$ cat src/rtl/spi_arbiter.sv
// spi_arbiter: round-robin arbiter and transaction sequencer sharing one
// spi_module master between NUM_REQ requesters.
//
// Ports:
//   i_sys_clk, i_sys_rst    clock, synchronous active-high reset
//   i_req       [NUM_REQ]   per-requester request level
//   i_req_cfg   [NUM_REQ*CFG_W]  packed config words (slot k at k*CFG_W)
//   i_req_data  [NUM_REQ*DATA_W] packed TX bytes
//   o_grant     [NUM_REQ]   one-hot grant, CONFIG through DONE
//   o_done      [NUM_REQ]   one-cycle completion pulse to the winner
//   o_rdata     [DATA_W]    received byte, valid with o_done
//   o_timeout               watchdog pulse alongside o_done
//   o_spi_config/o_spi_data/o_spi_trans_en  drive spi_module
//   i_spi_interrupt, i_spi_rdata            from spi_module
//
// Optional feature: define SPI_ARB_TIMEOUT_EN to enable the WAIT watchdog
// (TIMEOUT_CYC cycles). Without it o_timeout is tied to 0.
module spi_arbiter #(
  parameter int NUM_REQ     = 4,
  parameter int DATA_W      = 8,
  parameter int CFG_W       = 32,
  parameter int CFG_SETTLE  = 2,
  parameter int TIMEOUT_CYC = 4096
) (
  input  logic                      i_sys_clk,
  input  logic                      i_sys_rst,
  input  logic [NUM_REQ-1:0]        i_req,
  input  logic [NUM_REQ*CFG_W-1:0]  i_req_cfg,
  input  logic [NUM_REQ*DATA_W-1:0] i_req_data,
  output logic [NUM_REQ-1:0]        o_grant,
  output logic [NUM_REQ-1:0]        o_done,
  output logic [DATA_W-1:0]         o_rdata,
  output logic                      o_timeout,
  output logic [CFG_W-1:0]          o_spi_config,
  output logic [DATA_W-1:0]         o_spi_data,
  output logic                      o_spi_trans_en,
  input  logic                      i_spi_interrupt,
  input  logic [DATA_W-1:0]         i_spi_rdata
);

  localparam int IDX_W = (NUM_REQ > 1) ? $clog2(NUM_REQ) : 1;
  localparam int SET_W = (CFG_SETTLE > 1) ? $clog2(CFG_SETTLE + 1) : 1;

  typedef enum logic [2:0] {IDLE, CONFIG, START, WAIT, DONE} state_t;

  state_t             state, state_nxt;
  logic [IDX_W-1:0]   rr_ptr, win, pick;
  logic               any_req;
  logic [SET_W-1:0]   settle_cnt;
  logic               settle_last;
  logic               to_hit;
  logic [NUM_REQ-1:0] win_oh;

  // Round-robin pick: scan offsets from high to low so the smallest offset
  // from rr_ptr (the highest-priority requester) is the last writer.
  always_comb begin
    pick    = '0;
    any_req = 1'b0;
    for (int i = NUM_REQ - 1; i >= 0; i--) begin
      int j;
      j = int'(rr_ptr) + i;
      if (j >= NUM_REQ) j = j - NUM_REQ;
      if (i_req[j[IDX_W-1:0]]) begin
        pick    = j[IDX_W-1:0];
        any_req = 1'b1;
      end
    end
  end

  assign settle_last = (settle_cnt == SET_W'(CFG_SETTLE - 1));

`ifdef SPI_ARB_TIMEOUT_EN
  logic [31:0] wdog;
  logic        to_flag;
  assign to_hit    = (wdog == 32'(TIMEOUT_CYC - 1));
  assign o_timeout = (state == DONE) && to_flag;
`else
  logic unused_timeout_cyc;
  assign unused_timeout_cyc = |TIMEOUT_CYC;
  assign to_hit    = 1'b0;
  assign o_timeout = 1'b0;
`endif

  always_ff @(posedge i_sys_clk) begin
    if (i_sys_rst) state <= IDLE;
    else           state <= state_nxt;
  end

  always_comb begin
    state_nxt = state;
    case (state)
      IDLE:    if (any_req) state_nxt = CONFIG;
      CONFIG:  if (settle_last) state_nxt = START;
      START:   state_nxt = WAIT;
      // The interrupt takes precedence over a simultaneous watchdog expiry.
      WAIT:    if (i_spi_interrupt || to_hit) state_nxt = DONE;
      DONE:    state_nxt = IDLE;
      default: state_nxt = IDLE;
    endcase
  end

  // Datapath: transaction operands are latched only at the grant, so the
  // SPI-facing values stay stable through the transfer and after it.
  always_ff @(posedge i_sys_clk) begin
    if (i_sys_rst) begin
      rr_ptr       <= '0;
      win          <= '0;
      settle_cnt   <= '0;
      o_spi_config <= '0;
      o_spi_data   <= '0;
      o_rdata      <= '0;
`ifdef SPI_ARB_TIMEOUT_EN
      wdog         <= '0;
      to_flag      <= 1'b0;
`endif
    end else begin
      case (state)
        IDLE: if (any_req) begin
          win          <= pick;
          o_spi_config <= i_req_cfg[pick*CFG_W +: CFG_W];
          o_spi_data   <= i_req_data[pick*DATA_W +: DATA_W];
          settle_cnt   <= '0;
        end
        CONFIG: settle_cnt <= settle_cnt + 1'b1;
`ifdef SPI_ARB_TIMEOUT_EN
        START: begin
          wdog    <= '0;
          to_flag <= 1'b0;
        end
        WAIT: begin
          wdog <= wdog + 32'd1;
          if (i_spi_interrupt) begin
            o_rdata <= i_spi_rdata;
          end else if (to_hit) begin
            o_rdata <= '0;
            to_flag <= 1'b1;
          end
        end
`else
        WAIT: if (i_spi_interrupt) o_rdata <= i_spi_rdata;
`endif
        DONE: rr_ptr <= (win == IDX_W'(NUM_REQ - 1)) ? '0 : win + 1'b1;
        default: ;
      endcase
    end
  end

  assign win_oh         = NUM_REQ'(1) << win;
  assign o_grant        = (state != IDLE) ? win_oh : '0;
  assign o_done         = (state == DONE) ? win_oh : '0;
  assign o_spi_trans_en = (state == START);

endmodule

$ cat config.mk
export PLATFORM = sky130hd
export DESIGN_NAME = spi_arbiter
export DESIGN_NICKNAME = d
export VERILOG_FILES = /design/src/rtl/spi_arbiter.sv
export SDC_FILE = /design/constraint.sdc
export NUM_CORES = 1
export LEC_CHECK = 0
export ABC_AREA = 0
export CORE_ASPECT_RATIO = 1.1
export CORE_MARGIN = 5
export CORE_UTILIZATION = 39
export DETAILED_ROUTE_END_ITERATION = 8
export HOLD_SLACK_MARGIN = 0.03
export PLACE_DENSITY = 0.87
export SYNTH_ARGS = -nofsm -noshare
export SYNTH_HDL_FRONTEND = slang
export SYNTH_SLANG_ARGS = --single-unit
export TNS_END_PERCENT = 5
$ cat constraint.sdc
create_clock -name i_sys_clk -period 3.4 [get_ports i_sys_clk]
set_input_delay 0.68 -clock i_sys_clk [delete_from_list [all_inputs] [get_ports i_sys_clk]]
set_output_delay 0.68 -clock i_sys_clk [all_outputs]
set_load 0.02 [all_outputs]
==> impl_metrics.env <==
export IMPL_io_buffers=231
export IMPL_final_nets=829
export IMPL_multiInputGateArea_um2=2090
export IMPL_die_w_um=99.7
export IMPL_fin_cells=766
export IMPL_wl_per_cell_um=15.8
export IMPL_grt_pass1_wl_um=18300
export IMPL_netlist_area_um2=3450
export IMPL_required_ns=2.72
export IMPL_io_pins=233
export IMPL_htree_levels=3
export IMPL_clk_latency_ns=0.32
export IMPL_start_util_pct=39.5
export IMPL_cpMaxStageDelayCell="nor3b_1"
export IMPL_place_inst=752
export IMPL_cts_clk_slew_worst_paths_ns=0.06
export IMPL_setup_viol=0
export IMPL_end_kind="output port"
export IMPL_synth_edff_count=0
export IMPL_r2r_cells=6
export IMPL_syn_inst=436
export IMPL_fin_tns_setup_ns=0
export IMPL_syn2layout_area_growth_pct=72.2
export IMPL_max_freq_mhz=349
export IMPL_fp_coreArea_um2=8740
export IMPL_ir_drop_v=0.000173
export IMPL_vias=3978
export IMPL_synth_ff_type="dfxtp_1"
export IMPL_antenna_found_initial=0
export IMPL_cts_root_buf="clkbuf_8"
export IMPL_synth_top_area_cell="dfxtp_1"
export IMPL_status="completed"
export IMPL_die_h_um=109
export IMPL_die_area_um2=10800
export IMPL_grt_use_total_pct=21.0
export IMPL_rsz0062_at_grt="no"
export IMPL_r2r_slack_ns=1.19
export IMPL_start_kind="register"
export IMPL_whs_ns=0.462
export IMPL_fillers=713
export IMPL_holdBufCountCts=0
export IMPL_synth_top_area_share_pct=33.1
export IMPL_clock_skew_ns=0.00930
export IMPL_yosysUniqueCellTypes=36
export IMPL_clock_sinks=57
export IMPL_grt_overflow_total=0
export IMPL_synth_net_count=616
export IMPL_async_flop_share_pct=0
export IMPL_holdPathStages=2
export IMPL_p_per_area_nw_per_um2=358
export IMPL_yosys_warnings=0
export IMPL_critical_path_class="register to output port"
export IMPL_first_global_vias=3941
export IMPL_cts_tree="yes"
export IMPL_max_slew_margin_rel_pct=25.4
export IMPL_vias_per_cell=5.19
export IMPL_worst_pin_slew_ns=1.12
export IMPL_worstPathArrival_ns=2.18
export IMPL_drtIter0Drc=135
export IMPL_r2r_end="o_spi_config[12]"
export IMPL_dp_hpwl_um=9730
export IMPL_finalCritPeriodShare_pct=84.2
export IMPL_cts_resized_gates=0
export IMPL_synth_area_per_cell_um2=7.91
export IMPL_slew_viol_final=0
export IMPL_fin_ws_ns=0.538
export IMPL_cts_buffer_depth=2
export IMPL_layout_drive_gt1_share_pct=7.36
export IMPL_min_to="o_rdata[3]"
export IMPL_place_congestion=0.905
export IMPL_synthTopCellsByCount="nand2_1, dfxtp_1, a21oi_1"
export IMPL_post_place_ws_ns=0.386
export IMPL_ys_seq_area_share_pct=33.1
export IMPL_synth_seq_cells=57
export IMPL_regArea_um2=1140
export IMPL_crit_reg2reg_launch="rr_ptr[1]"
export IMPL_route_detailed_drc=0
export IMPL_antenna_cells=0
export IMPL_period_needed_ns=2.86
export IMPL_crit_chain="nor3b_1 -> and2_1 -> clkdlybuf4s50_1"
export IMPL_finalHoldViolations=0
export IMPL_postCtsSetupBuffers=0
export IMPL_ant_nets=0
export IMPL_slowest_delay_ns=0.63
export IMPL_drv_cap=0
export IMPL_synth_most_common_cell="nand2_1"
export IMPL_numCtsBuffers=9
export IMPL_grt_max_degree=56
export IMPL_p_leak_nw=2.50
export IMPL_min_from="o_rdata[3]"
export IMPL_finalWirelength_um=12100
export IMPL_hold_class="register to register"
export IMPL_firstDrtPassIters=4
export IMPL_cp_max_fo=7
export IMPL_synth_area_leaders="dfxtp_1, nand2_1, mux2i_1"
export IMPL_rows=36
-- cell type report --
cell class | instances | share of cell area [%]
multi-input cells | 337 | 35.2
repair buffers | 239 | 40.1
clock buffers | 14 | 2.74
inverters | 5 | 0.316
flip-flops and latches | 57 | 19.2
well taps | 114 | 2.40
-- how the worst max path moves through the flow --
stage / startpoint / endpoint / slack, ns / cells after the start
floorplan: i_req[2] / o_spi_config[7] / 1.29 / 7
global placement: i_req[2] / o_spi_config[18] / 0.50 / 7
detailed placement: i_req[2] / o_spi_config[12] / 0.39 / 7
CTS: state[2] / o_done[3] / 0.54 / 3
global route: state[2] / o_done[1] / 0.35 / 3
finish: state[2] / o_done[3] / 0.54 / 3
-- per-layer routing --
layer | part of all wire, % | vias up | global-route usage, %
met4 | 1.9 | 0 | 7.32
met5 | 0 | - | 0
li1 | - | 1961 | -
met2 | 51 | 182 | 38.0
met3 | 9.5 | 22 | 7.17
met1 | 38 | 1813 | 22.8
-- metrics by stage --
stage | total power [mW] | util, % | area (um^2)
after floorplan | 1.20 | - | 3450
after global placement | 1.59 | 66.2 | 5780
after detailed placement | 1.61 | 66.2 | 5780
after CTS | 2.15 | 68.0 | 5940
after global routing | 2.23 | 68.0 | 5940
final | 2.13 | 68.0 | 5940
-- kinds of logic after synthesis --
group | count (synthesis) | share of synthesized area [%]
DFF | 57 | 33.1
other | 1 | 0.109
and+or+nand+nor | 168 | 20.3
AOI/OAI and AO/OA | 122 | 25.6
muxes | 41 | 12.0
buffers and inverters | 42 | 7.07
adders and majority gates | 5 | 1.81
-- layout by cell type, fill, tap and decap left out, drive strengths merged, types with 2 or more instances in the layout --
cell type	n
mux2i	37
mux2	4
and2	8
or3b	2
ha	5
nand2b	2
a31oi	16
nor2	39
a211o	21
inv	5
or2	2
a21oi	58
nand2	106
clkbuf	14
dfxtp	57
nand3	3
o221ai	4
clkdlybuf4s50	231
buf	8
a311o	16
o21ai	3
-- state kept, by name, indices dropped and copies added, names as in the netlist --
signal and flops:
o_spi_data 8, o_rdata 8, o_spi_config 32, settle_cnt 2, win 2, rr_ptr 2, state 3
-- critical path: cells and delay by family, from the launching register on --
family | cells | cell delay (ns)
buffers and inverters | 1 | 0.60
flip-flops | 1 | 0.41
AND/OR/NAND/NOR | 2 | 0.85
-- where the power goes --
part / switching, mW / internal, mW / total, mW
logic: 0.371 / 0.435 / 0.805
clock network: 0.236 / 0.297 / 0.533
registers: 0.0434 / 0.743 / 0.786
total: 0.650 / 1.47 / 2.13
No activity file was read; power rests on OpenSTA's default activity.
